### src/rtl/parking_lot_counter.sv
// Gate sensor decoder: synchronises the A/B photo-sensors, tracks entry/exit
// sequences with an FSM and keeps a saturating occupancy count.
module parking_lot_counter #(
    parameter int unsigned MAX_COUNT = 25,
    parameter int unsigned CW        = 5
) (
    input  logic          clk,
    input  logic          reset,
    input  logic          A,
    input  logic          B,
    output logic [CW-1:0] COUNT,
    output logic          ENTER,
    output logic          EXIT,
    output logic          FULL,
    output logic          EMPTY
);

    typedef enum logic [2:0] {
        StIdle, StE1, StE2, StE3, StX1, StX2, StX3, StWait
    } state_e;

    state_e        state_q, state_d;
    logic [1:0]    a_sync_q, b_sync_q;
    logic [1:0]    ab;
    logic          enter_q, enter_d;
    logic          exit_q, exit_d;
    logic [CW-1:0] count_q, count_d;

    localparam logic [CW-1:0] MaxCnt = CW'(MAX_COUNT);

    always_ff @(posedge clk) begin
        if (reset) begin
            a_sync_q <= '0;
            b_sync_q <= '0;
            state_q  <= StIdle;
            enter_q  <= 1'b0;
            exit_q   <= 1'b0;
            count_q  <= '0;
        end else begin
            a_sync_q <= {a_sync_q[0], A};
            b_sync_q <= {b_sync_q[0], B};
            state_q  <= state_d;
            enter_q  <= enter_d;
            exit_q   <= exit_d;
            count_q  <= count_d;
        end
    end

    assign ab = {a_sync_q[1], b_sync_q[1]};

    // Any pattern not listed for a state is a two-bit jump and parks in StWait.
    always_comb begin
        state_d = state_q;
        enter_d = 1'b0;
        exit_d  = 1'b0;
        unique case (state_q)
            StIdle: begin
                case (ab)
                    2'b00:   state_d = StIdle;
                    2'b10:   state_d = StE1;
                    2'b01:   state_d = StX1;
                    default: state_d = StWait;
                endcase
            end
            StE1: begin
                case (ab)
                    2'b10:   state_d = StE1;
                    2'b11:   state_d = StE2;
                    2'b00:   state_d = StIdle;
                    default: state_d = StWait;
                endcase
            end
            StE2: begin
                case (ab)
                    2'b11:   state_d = StE2;
                    2'b01:   state_d = StE3;
                    2'b10:   state_d = StE1;
                    default: state_d = StWait;
                endcase
            end
            StE3: begin
                case (ab)
                    2'b01:   state_d = StE3;
                    2'b00: begin
                        state_d = StIdle;
                        enter_d = 1'b1;
                    end
                    2'b11:   state_d = StE2;
                    default: state_d = StWait;
                endcase
            end
            StX1: begin
                case (ab)
                    2'b01:   state_d = StX1;
                    2'b11:   state_d = StX2;
                    2'b00:   state_d = StIdle;
                    default: state_d = StWait;
                endcase
            end
            StX2: begin
                case (ab)
                    2'b11:   state_d = StX2;
                    2'b10:   state_d = StX3;
                    2'b01:   state_d = StX1;
                    default: state_d = StWait;
                endcase
            end
            StX3: begin
                case (ab)
                    2'b10:   state_d = StX3;
                    2'b00: begin
                        state_d = StIdle;
                        exit_d  = 1'b1;
                    end
                    2'b11:   state_d = StX2;
                    default: state_d = StWait;
                endcase
            end
            StWait: begin
                if (ab == 2'b00) begin
                    state_d = StIdle;
                end
            end
            default: state_d = StIdle;
        endcase
    end

    // Saturate at both ends; the pulse still fires when the count holds.
    always_comb begin
        count_d = count_q;
        if (enter_d && (count_q != MaxCnt)) begin
            count_d = count_q + 1'b1;
        end else if (exit_d && (count_q != '0)) begin
            count_d = count_q - 1'b1;
        end
    end

    assign COUNT = count_q;
    assign ENTER = enter_q;
    assign EXIT  = exit_q;
    assign FULL  = (count_q == MaxCnt);
    assign EMPTY = (count_q == '0);

endmodule

### config.mk
export PLATFORM = sky130hd
export DESIGN_NAME = parking_lot_counter
export DESIGN_NICKNAME = d
export VERILOG_FILES = /design/src/rtl/parking_lot_counter.sv
export SDC_FILE = /design/constraint.sdc
export NUM_CORES = 1
export LEC_CHECK = 0
export ABC_AREA = 1
export CAP_MARGIN = 20
export CORE_UTILIZATION = 35
export CTS_BUF_LIST = sky130_fd_sc_hd__clkbuf_16
export CTS_CLUSTER_SIZE = 12
export DETAILED_ROUTE_END_ITERATION = 6
export SYNTH_ARGS = -nofsm -noshare
export SYNTH_HDL_FRONTEND = slang
export SYNTH_SLANG_ARGS = --single-unit
### constraint.sdc
create_clock -name clk -period 2 [get_ports clk]
set_input_delay 0.3 -clock clk [delete_from_list [all_inputs] [get_ports clk]]
set_output_delay 0.3 -clock clk [all_outputs]
set_load 0.005 [all_outputs]
### Word level (Yosys, flattened, before mapping)

Index checks and enable logic that the tools add are counted.

| storage, ports and cells | value |
|---|---|
| output and inout bits | 9 |
| register bits | 14 |
| word-level logic and storage cells | 42 |
| input port bits | 4 |

| operators by class | value |
|---|---|
| reductions and logical operators | 7 |
| add/subtract/negate cells | 2 |
| multiplexer cells | 14 |
| equality and inequality tests | 13 |

Operator list:

| cell | count |
|---|---|
| 3-bit case mux with 3 select lines | 6 |
| 3-bit case mux with 8 select lines | 1 |
| 3-bit equality test, second input constant | 4 |
| 5-bit 2-to-1 mux | 2 |
| 3-bit by 2-bit equality test with 1-bit output, second input constant | 2 |
| 2-bit case mux with 3 select lines | 1 |
| 5-bit by 1-bit adder with 5-bit output, second input constant | 1 |
| 5-bit equality test, second input constant | 1 |
| 5-bit logical NOT | 1 |
| 5-bit inequality test, second input constant | 1 |
| 5-bit nonzero test | 1 |
| 5-bit by 1-bit subtractor with 5-bit output, second input constant | 1 |
| 2-bit equality test, second input constant | 2 |
| 3-bit by 1-bit equality test with 1-bit output, second input constant | 1 |
| 3-bit logical NOT | 1 |
| 1-bit 2-to-1 mux | 3 |
| 3-bit 2-to-1 mux | 1 |
| 2-bit by 1-bit equality test with 1-bit output, second input constant | 1 |
| 1-bit logical AND | 2 |
| 2-bit logical NOT | 1 |
| 2-bit inequality test, second input constant | 1 |
| 2-bit nonzero test | 1 |

### Logic depth before layout (Yosys ltp)

Gate-level depths: netlist of the first run.

| logic depth | value |
|---|---|
| word-level depth | 6 |
| depth in mapped cells | 14 |
| mapped depth without buffers | 14 |

### Least setup slack after synthesis of the first run

Ideal clock, no wire load.

| path | value |
|---|---|
| path type | flip-flop to flip-flop |
| from | reg a_sync_q[1] |
| to | reg count_q[4], in the netlist COUNT[4] |
| setup time | 0.113 ns |
| data arrival time | 1.799 ns |
| path slack | 0.089 ns |
| cell stages (with the launch flop) | 15 |
| period minus slack after synthesis | 1.911 ns |
| data required time | 1.887 ns |
| path buffers | 0 |
| cells stage by stage | dfxtp_1 -> inv_1 -> ha_1 -> nand2_2 -> nor2_4 -> nand2_4 -> fa_1 -> inv_1 -> nor2_1 -> nor2_1 -> nand3_1 -> nand3_2 -> nand2_1 -> nand2_1 -> nor2_1 |

| between the ends | value |
|---|---|
| word-level cells in the longest chain between the ends | 5 |
| elaborated cells on any way between the ends | 8 |
| classes of those cells | 4 x mux; 4 x reduce/logical |

RTL lines:

| what | RTL line | text |
|---|---|---|
| from (decl) | 23 | `logic [1:0] a_sync_q, b_sync_q;` |
| from (signal assigned) | 40 | `a_sync_q <= {a_sync_q[0], A};` |
| 2-bit logical NOT (*) | 82, 109 |  |
| 1-bit 2-to-1 mux (*) | 82, 109 |  |
| 1-bit 2-to-1 mux | 56 | `unique case (state_q)` |
| 1-bit logical AND, on equally long branches | 131, 133 |  |
| 5-bit 2-to-1 mux / 2-bit nonzero test (equally long branches) | n/a |  |
| to (signal assigned) | 45 | `count_q <= count_d;` |
| to (decl) | 27 | `logic [CW-1:0] count_q, count_d;` |

Every way passes the cells marked *; elsewhere a longest branch is shown, timed or not.
A chain may end at the register's enable or synchronous reset.

### Final worst setup path of the first run

| path | value |
|---|---|
| from | reg b_sync_q[1] |
| to | reg count_q[4], in the netlist COUNT[4] |

| between the ends | value |
|---|---|
| word-level cells in the longest chain between the ends | 5 |
| elaborated cells on any way between the ends | 8 |
| classes of those cells | 4 x mux; 4 x reduce/logical |

RTL lines:

| what | RTL line | text |
|---|---|---|
| from (decl) | 23 |  |
| from (signal assigned) | 41 | `b_sync_q <= {b_sync_q[0], B};` |
| 2-bit logical NOT (*) | 82, 109 |  |
| 1-bit 2-to-1 mux (*) | 82, 109 |  |
| 1-bit 2-to-1 mux | 56 |  |
| 1-bit logical AND, on equally long branches | 131, 133 |  |
| 5-bit 2-to-1 mux / 2-bit nonzero test (equally long branches) | n/a |  |

Marks and branches as above.

==> metrics.cfg, run 1 <==
[yosys]
yosys_warnings = 0
syn_nets = 143
synth_cells = 129
yosysUniqueCellTypes = 22
synth_area_per_cell_um2 = 7.10
ys_ff_latch = 14
yosysSeqAreaShare_pct = 30.6
synth_area_um2 = 916

[die]
dieWidth_um = 53.2
fp-row-count = 18
die_area_mm2 = 0.00283
coreArea_mm2 = 0.00248
die_height_um = 53.2
start_util_pct = 37.0
io-pin-count = 13

[clock_network]
cts_buffer_depth = 2
cts_hold_buffers = 0
path_clk_slew_ns = 0.05
clock_latency_ns = 0.24
cts_root_buffer = clkbuf_16
cts_tree = done
cts_buffers = 3
cts.sinks = 14
htree_num_levels = 1

[critical_path]
reg2reg_from = b_sync_q[1]$_SDFF_PP0_
worstSetupStartpointType = flop
reg2reg_depth = 14
crit_top_cell = nor2_1
cp_slowest_cell = fa_2
arrival_ns = 2.06
path_class = flop to flop
r2r_slack_ns = 0.08
cp_max_fo = 7
end_kind = flop
path_cells = inv_1, ha_2, nand2_2, nor2_4, nand2_4, fa_2, inv_1, nor2_1, nor2_1, nand3_1, nand3_2, nand2_1, nand2_1, nor2_1
critPathRequiredTime_ns = 2.14
reg2reg_to = COUNT[4]$_SDFFE_PP0P_
slowest_delay_ns = 0.39

[global_route]
track_usage_pct = 15.7
grt_pass1_wl_um = 3180
global_route.overflow_total = 0
grt_max_degree = 10
antenna_found_initial = 0
grt_pass1_vias = 762

[detailed_routing]
wl_per_cell_um = 10.6
drt_wl_total_um = 1890
drcViolationCount = 0
ant_nets = 0
drtIter0Drc = 14
vias_per_cell = 4.76
dr.pass1.iters = 4
vias = 847

[sta]
drv_slew = 0
holdWs_ns = 0.400
fmax_mhz = 521
rsz0062_at_grt = true
finalClockSkew_ns = 0.00109
worst_pin_slew_ns = 0.307
slew_headroom_pct = 79.4
hold_violations = 0
fin_crit_ns = 1.92
min_period_over_period_pct = 96.0
setup_viol = 0

[min_path]
min-delay-start = a_sync_q[0]$_SDFF_PP0_
hold_class = flop to flop
whs_endpoint = a_sync_q[1]$_SDFF_PP0_
hold_depth = 2

[cells_and_area]
final_area_mm2 = 0.00120
post_route_cells_drive_above_1_share_pct = 14.9
n_antenna_cell = 0
final_common_cell = inv_1
num-nets-final = 163
layout_common_cells = inv_1, nor2_1, nand2_1
postLayoutCoreUtil_pct = 48.6
final_cells = 178
area_growth_pct = 31.6

[pwr]
irDropWorstVdd_mv = 0.509
p_per_area_mw_per_mm2 = 627
leakage_nw = 0.525

[placement]
placement.io_buffers = 12
routabilityCongestion = 0.941
dp_hpwl_um = 1430
place_inst = 174
place_area_mm2 = 0.00110

[flow_run]
cap_violations = 0

[outcome]
status = complete, no violations

timing repair:
item                                    CTS  global route
endpoints found under the hold margin     0             0
endpoints found under the setup margin    0             2
setup buffers                             0             0
gates resized for setup                   0             4
synth_stat cells:
master / n / area share (%)
inv_1: 21 / 8.6
nor2_1: 19 / 7.8
nand2_1: 16 / 6.6
dfxtp_1: 14 / 31
nand3_1: 11 / 6.0
o21ai_0: 11 / 6.0
ha_1: 9 / 12
a21oi_1: 7 / 3.8
nand2_2: 4 / 2.7
nor3_1: 3 / 1.6
nand2_4: 2 / 2.5
xnor2_1: 2 / 1.9
buf_4: 1 / 0.82
fa_1: 1 / 2.2
inv_2: 1 / 0.41
inv_4: 1 / 0.68
nand3_2: 1 / 1.1
nor2_2: 1 / 0.68
nor2_4: 1 / 1.2
o211ai_1: 1 / 0.82
o221ai_1: 1 / 0.96
o22ai_1: 1 / 0.68
where the power goes:
group          switching [W]  internal, W
registers         0.00000986     0.000288
clock network       0.000117     0.000265
logic              0.0000442    0.0000313
total               0.000171     0.000584
per-stage QoR:
step	total power (W)	setup TNS, ns	setup WS, ns
finish	0.000755	0	0.0798
floorplan	0.000355	0	0.0885
global route	0.000789	-0.0976	-0.0976
detailed placement	0.000378	0	0.0432
global placement	0.000377	0	0.0978
CTS	0.000765	0	0.0235
registers in the layout, indices dropped and copies added (netlist names):
| name | flops |
|---|---|
| a_sync_q | 2 |
| state_q | 3 |
| b_sync_q | 2 |
| EXIT | 1 |
| ENTER | 1 |
| COUNT | 5 |
worst max-delay path, delay by kind of cell (launching register included):
kind,cells,cell delay (ns)
fa+ha+maj,2,0.58
buf+inv,2,0.16
flops,1,0.33
simple gates,10,0.75
cells by family after synthesis:
family / Yosys count / synth area share (%)
AOI/OAI and AO/OA: 21 / 12.3
xor gates and xnor gates: 2 / 1.91
adders and majority gates: 10 / 14.5
buffers and inverters: 24 / 10.5
DFF: 14 / 30.6
and+or+nand+nor: 58 / 30.2
routing by layer:
metal	wire [um]	track usage [%]	vias to the layer above
met5	0	0	-
met4	0	2.63	0
met3	78	6.03	0
met2	913	26.2	16
met1	902	19.1	381
li1	-	-	450
area by class of cell:
| type | instances | area (um^2) |
|---|---|---|
| clock buffers | 3 | 75.1 |
| repair buffers | 16 | 150 |
| inverters | 23 | 88.8 |
| multi-input cells | 91 | 569 |
| clock inverters | 1 | 3.75 |
| fillers | 259 | 1270 |
| flip-flops and latches | 14 | 280 |
| well taps | 30 | 37.5 |
worst max path at each step:
| stage | startpoint | endpoint | slack [ns] | depth (start not counted) |
|---|---|---|---|---|
| global route | b_sync_q[1]$_SDFF_PP0_ | COUNT[4]$_SDFFE_PP0P_ | -0.1 | 14 |
| finish | b_sync_q[1]$_SDFF_PP0_ | COUNT[4]$_SDFFE_PP0P_ | 0.08 | 14 |
| CTS | b_sync_q[1]$_SDFF_PP0_ | COUNT[4]$_SDFFE_PP0P_ | 0.02 | 14 |
| global placement | b_sync_q[1]$_SDFF_PP0_ | COUNT[4]$_SDFFE_PP0P_ | 0.1 | 14 |
| floorplan | a_sync_q[1]$_SDFF_PP0_ | COUNT[4]$_SDFFE_PP0P_ | 0.09 | 14 |
| detailed placement | b_sync_q[1]$_SDFF_PP0_ | COUNT[4]$_SDFFE_PP0P_ | 0.04 | 14 |
Note: power is estimated with default switching activity, not from simulation.
==> run 2, diff against run 1 <==
Settings changed: CTS_CLUSTER_DIAMETER from default to 60, PLACE_DENSITY_LB_ADDON from default to 0.1.
==> run 2 against run 1 <==
Compared with the run above:
- cell area rose by 5.5%
- routed wire length is 10% higher
- via count increased by 5.1%
- utilization rose by 2.7 points
- worst hold slack worse by 0.0046 ns
- clock power barely moved
- die area is the same
- fmax grew 1.4%
- sequential cell count is the same
- cell count rose by 3.9%
- critical endpoint unchanged
==> metrics.cfg, run 2 (synthesis results as in run 1) <==
[die]
start_util_pct = 37.0  ; unchanged
dieWidth_um = 53.2  ; unchanged
coreArea_mm2 = 0.00248  ; unchanged
io-pin-count = 13  ; unchanged
die_height_um = 53.2  ; unchanged
fp-row-count = 18  ; unchanged
die_area_mm2 = 0.00283  ; unchanged

[cells_and_area]
multi_input_area_um2 = 579  ; was 569 um^2
fillers = 248  ; was 259
n_antenna_cell = 0  ; unchanged
layout_common_cells = inv_1, nor2_1, nand2_1  ; unchanged
largest_reg_flops = 5  ; unchanged
area_growth_pct = 38.8  ; was 31.6%
seq_area_um2 = 282  ; was 280 um^2
num-nets-final = 170  ; was 163
post_route_cells_drive_above_1_share_pct = 20.6  ; was 14.9%

[critical_path]
slowest_delay_ns = 0.40  ; was 0.39 ns
cp_slowest_cell = fa_2  ; unchanged
end_kind = flop  ; unchanged
r2r_slack_ns = 0.11  ; was 0.08 ns
worstSetupStartpointType = flop  ; unchanged
path_class = flop to flop  ; unchanged
cp_max_fo = 7  ; unchanged
path_delay_family = simple AND/OR/NAND/NOR gates  ; unchanged
arrival_ns = 2.03  ; was 2.06 ns
crit_top_cell = nor2_1  ; unchanged
path_cells = inv_4, ha_4, nand2_2, nor2_4, nand2_4, fa_2, inv_1, nor2_1, nor2_1, nand3_1, nand3_2, nand2_1, nand2_1, nor2_1  ; was inv_1, ha_2, nand2_2, nor2_4, nand2_4, fa_2, inv_1, nor2_1, nor2_1, nand3_1, nand3_2, nand2_1, nand2_1, nor2_1
critPathRequiredTime_ns = 2.14  ; about the same
cp_num_buf_inv = 2  ; unchanged

[pwr]
irDropWorstVdd_mv = 0.628  ; was 0.509 mV
p_per_area_mw_per_mm2 = 599  ; was 627 mW/mm^2
leakage_nw = 0.565  ; was 0.525 nW
power_w = 0.000762  ; was 0.000755 W

[global_route]
track_usage_pct = 17.2  ; was 15.7%
gr-usage-met3_pct = 6.32  ; was 6.03%
global_route.overflow_total = 0  ; unchanged
grt_pass1_vias = 824  ; was 762
grtUsageMet2_pct = 26.2  ; unchanged
antenna_found_initial = 0  ; unchanged
grt_max_degree = 10  ; unchanged
gr-max-usage-layer = met2  ; unchanged
grt_pass1_wl_um = 3470  ; was 3180 um
grt_use_met1_pct = 23.4  ; was 19.1%

[detailed_routing]
drcViolationCount = 0  ; unchanged
vias_per_cell = 4.81  ; was 4.76
vias = 890  ; was 847
ant_nets = 0  ; unchanged
wl_per_cell_um = 11.3  ; was 10.6 um
dr.pass1.iters = 4  ; unchanged
drt_wl_total_um = 2090  ; was 1890 um
drtIter0Drc = 29  ; was 14

[clock_network]
cts_buffers = 3  ; unchanged
cts_buffer_depth = 2  ; unchanged
cts.sinks = 14  ; unchanged
cts_tree = done  ; unchanged
clock_latency_ns = 0.24  ; about the same
path_clk_slew_ns = 0.05  ; about the same
cts_root_buffer = clkbuf_16  ; unchanged
htree_num_levels = 1  ; unchanged

[sta]
hold_violations = 0  ; unchanged
setup-tns-final_ns = 0  ; unchanged
fin_crit_ns = 1.89  ; was 1.92 ns
worst_pin_slew_ns = 0.295  ; was 0.307 ns
drv_slew = 0  ; unchanged
slew_headroom_pct = 80.3  ; was 79.4%
fmax_mhz = 528  ; was 521 MHz
finalClockSkew_ns = 0.00204  ; was 0.00109 ns
min_period_over_period_pct = 94.7  ; was 96.0%
setup_viol = 0  ; unchanged

[flow_run]
cap_violations = 0  ; unchanged

[outcome]
status = complete, no violations  ; unchanged

[placement]
dp_hpwl_um = 1570  ; was 1430 um
placement.io_buffers = 12  ; unchanged
routabilityCongestion = 0.848  ; was 0.941

[min_path]
hold_class = flop to flop  ; unchanged

## run 2: path summary, 6_finish.rpt
check,to,startpoint,depth (start not counted)
setup / recovery,COUNT[4]$_SDFFE_PP0P_,b_sync_q[1]$_SDFF_PP0_,14
hold / removal,b_sync_q[1]$_SDFF_PP0_,b_sync_q[0]$_SDFF_PP0_,2
setup reg to reg,COUNT[4]$_SDFFE_PP0P_,b_sync_q[1]$_SDFF_PP0_,14
hold reg to reg,b_sync_q[1]$_SDFF_PP0_,b_sync_q[0]$_SDFF_PP0_,2
## run 2: worst min-delay path, cell delays in order (launching register included)
cell	delay (ns)
dfxtp_1	0.29
inv_1	0.04
nor2_1	0.03
## run 2: area by class of cell
class                   instances  area share, %
multi-input cells              91           45.6
well taps                      30           2.95
repair buffers                 23           15.9
inverters                      23           7.19
flip-flops and latches         14           22.1
clock inverters                 1          0.295
clock buffers                   3           5.91
## run 2: repair_timing
item / in CTS / in global routing
buffers inserted: 0 / 4
endpoints found under the setup margin: 0 / 1
hold buffers: 0 / 0
gates resized for setup: 0 / 9
## run 2: stage by stage
step | setup slack, ns | utilization (%) | cell area, um^2 | hold slack (ns) | instances
CTS | 0.0350 | 48.3 | 1200 | 0.405 | 181
global route | -0.0172 | 51.3 | 1270 | 0.412 | 185
floorplan | 0.0885 | - | 916 | 0.388 | 129
finish | 0.106 | 51.3 | 1270 | 0.395 | 185
detailed placement | 0.0468 | 45.2 | 1120 | 0.398 | 177
global placement | 0.106 | 45.2 | 1120 | 0.393 | 177
## run 2: routing by layer
layer  wire length [um]  part of all wire (%)
met2                971                    46
met3                102                   4.9
met4                  0                     0
met1               1020                    49
met5                  0                     0
## run 2: where the power goes
part,internal (W),switching [W]
sequential,0.000289,0.00000895
combinational,0.0000354,0.0000490
clock,0.000264,0.000115
==> run 3, diff against run 2 <==
Settings changed: CELL_PAD_IN_SITES_DETAIL_PLACEMENT from default to 1, CELL_PAD_IN_SITES_GLOBAL_PLACEMENT from default to 1, CORE_UTILIZATION 35 to 34, GPL_ROUTABILITY_DRIVEN from default to 1.
==> run 3 against run 2 <==
Compared with the run above:
- critical path depth is 3 lower
- sequential cell count stayed put
- non-clock buffer count is 2 lower
- routed wire length is 28% higher
- cell count is 1.1% lower
- cell area is 1.4% lower
- clock skew is 0.0042 ns higher
- power is 1.9% higher
- sequential power hardly changed
- register-to-register slack hardly changed
- global-route usage is 2.9 points higher
- clock-buffer cell count stayed put
- largest power group unchanged
==> metrics.cfg, run 3 (synthesis results as in run 1) <==
[global_route]
global_route.overflow_total = 0  ; unchanged
grt_max_degree = 10  ; unchanged
track_usage_pct = 20.1  ; was 17.2%
grt_pass1_vias = 894  ; was 824
antenna_found_initial = 0  ; unchanged
grt_pass1_wl_um = 4000  ; was 3470 um

[clock_network]
cts_buffers = 3  ; unchanged
cts.sinks = 14  ; unchanged
htree_num_levels = 1  ; unchanged
cts_tree = done  ; unchanged
clock_latency_ns = 0.25  ; was 0.24 ns
cts_root_buffer = clkbuf_16  ; unchanged
cts_buffer_depth = 2  ; unchanged
path_clk_slew_ns = 0.05  ; about the same
cts_hold_buffers = 0  ; unchanged

[cells_and_area]
fillers = 323  ; was 248
final_area_mm2 = 0.00125  ; was 0.00127 mm^2
area_growth_pct = 36.9  ; was 38.8%
largest_reg_flops = 5  ; unchanged
n_antenna_cell = 0  ; unchanged
layout_common_cells = inv_1, nor2_1, nand2_1  ; unchanged
final_cells = 183  ; was 185
num-nets-final = 168  ; was 170
post_route_cells_drive_above_1_share_pct = 19.6  ; was 20.6%

[detailed_routing]
vias_per_cell = 5.10  ; was 4.81
drtIter0Drc = 6  ; was 29
wl_per_cell_um = 14.6  ; was 11.3 um
ant_nets = 0  ; unchanged
drcViolationCount = 0  ; unchanged
drt_wl_total_um = 2680  ; was 2090 um
dr.pass1.iters = 4  ; unchanged
vias = 933  ; was 890

[sta]
min_period_over_period_pct = 94.5  ; was 94.7%
drv_slew = 0  ; unchanged
fin_crit_ns = 1.89  ; about the same
worst_slack_ns = 0.110  ; was 0.106 ns
hold_violations = 0  ; unchanged
setup-tns-final_ns = 0  ; unchanged
setup_viol = 0  ; unchanged
worst_pin_slew_ns = 0.325  ; was 0.295 ns
finalClockSkew_ns = 0.00623  ; was 0.00204 ns
slew_headroom_pct = 78.3  ; was 80.3%
fmax_mhz = 529  ; was 528 MHz

[die]
die_area_mm2 = 0.00291  ; was 0.00283 mm^2
coreArea_mm2 = 0.00252  ; was 0.00248 mm^2
die_height_um = 53.9  ; was 53.2 um
io-pin-count = 13  ; unchanged
start_util_pct = 36.3  ; was 37.0%
dieWidth_um = 53.9  ; was 53.2 um
fp-row-count = 18  ; unchanged

[pwr]
p_per_area_mw_per_mm2 = 619  ; was 599 mW/mm^2
leakage_nw = 0.552  ; was 0.565 nW
irDropWorstVdd_mv = 0.503  ; was 0.628 mV
power_w = 0.000776  ; was 0.000762 W

[critical_path]
arrival_ns = 2.03  ; about the same
end_kind = flop  ; unchanged
worstSetupStartpointType = flop  ; unchanged
path_class = flop to flop  ; unchanged
cp_max_fo = 9  ; was 7
critPathRequiredTime_ns = 2.14  ; about the same

[min_path]
hold_class = flop to flop  ; unchanged

[placement]
place_inst = 175  ; was 177
dp_hpwl_um = 1950  ; was 1570 um
placement.io_buffers = 12  ; unchanged
routabilityCongestion = 0.884  ; was 0.848
place_area_mm2 = 0.00110  ; was 0.00112 mm^2
post-place-ws_ns = 0.00493  ; was 0.0468 ns

[flow_run]
cap_violations = 0  ; unchanged

[outcome]
status = complete, no violations  ; unchanged

[run 3: cell types whose count changed in the layout (fill, tap and decap cells not counted)]
cell	change
buf_4	-2
inv_4	-1
inv_2	+1
[run 3: worst paths after layout]
check             cells past startpoint                endpoint                     from  slack, ns
hold / removal                        2  b_sync_q[1]$_SDFF_PP0_   b_sync_q[0]$_SDFF_PP0_       0.40
setup / recovery                     11   COUNT[4]$_SDFFE_PP0P_  state_q[2]$_SDFFE_PP0P_       0.11
setup reg to reg                     11   COUNT[4]$_SDFFE_PP0P_  state_q[2]$_SDFFE_PP0P_       0.11
hold reg to reg                       2  b_sync_q[1]$_SDFF_PP0_   b_sync_q[0]$_SDFF_PP0_       0.40
[run 3: report_power, final]
part | internal, W | switching (W) | leakage (nW)
registers | 0.000289 | 0.0000112 | 0.114
logic | 0.0000342 | 0.0000538 | 0.400
clock network | 0.000265 | 0.000124 | 0.0385
total | 0.000588 | 0.000188 | 0.552
[run 3: layout make-up]
type | count | area, um^2 | share of cell area [%]
clock inverters | 1 | 3.75 | 0.299
multi-input cells | 91 | 579 | 46.2
clock buffers | 3 | 75.1 | 5.99
repair buffers | 21 | 188 | 15.0
well taps | 30 | 37.5 | 2.99
inverters | 23 | 88.8 | 7.09
flip-flops and latches | 14 | 282 | 22.5
[run 3: critical path, stage by stage, from the launching register on]
cell and delay [ns]:
dfxtp_1 0.40, inv_4 0.15, nand2_2 0.08, nor2_4 0.15
nand2_4 0.11, fa_2 0.39, nand3_1 0.09, nand3_1 0.08
nand2_1 0.09, nand3_2 0.08, nor2_1 0.10, nor2_1 0.06
[run 3: timing repair]
item	4_1_cts	5_1_grt
setup endpoints to repair	0	2
hold endpoints to repair	0	0
resized for setup	0	9
buffers inserted	0	4
[run 3: layer usage]
| layer | part of all wire (%) | track usage [%] |
|---|---|---|
| met4 | 2.9 | 8.33 |
| met1 | 43 | 23.1 |
| met2 | 49 | 34.2 |
| met3 | 4.9 | 6.21 |
| met5 | 0 | 0 |
[run 3: per-stage QoR]
step / utilization (%) / hold slack, ns
after detailed placement: 43.8 / 0.401
after global placement: 43.8 / 0.391
after floorplan: - / 0.388
after global routing: 49.7 / 0.421
final: 49.7 / 0.405
after CTS: 46.9 / 0.410
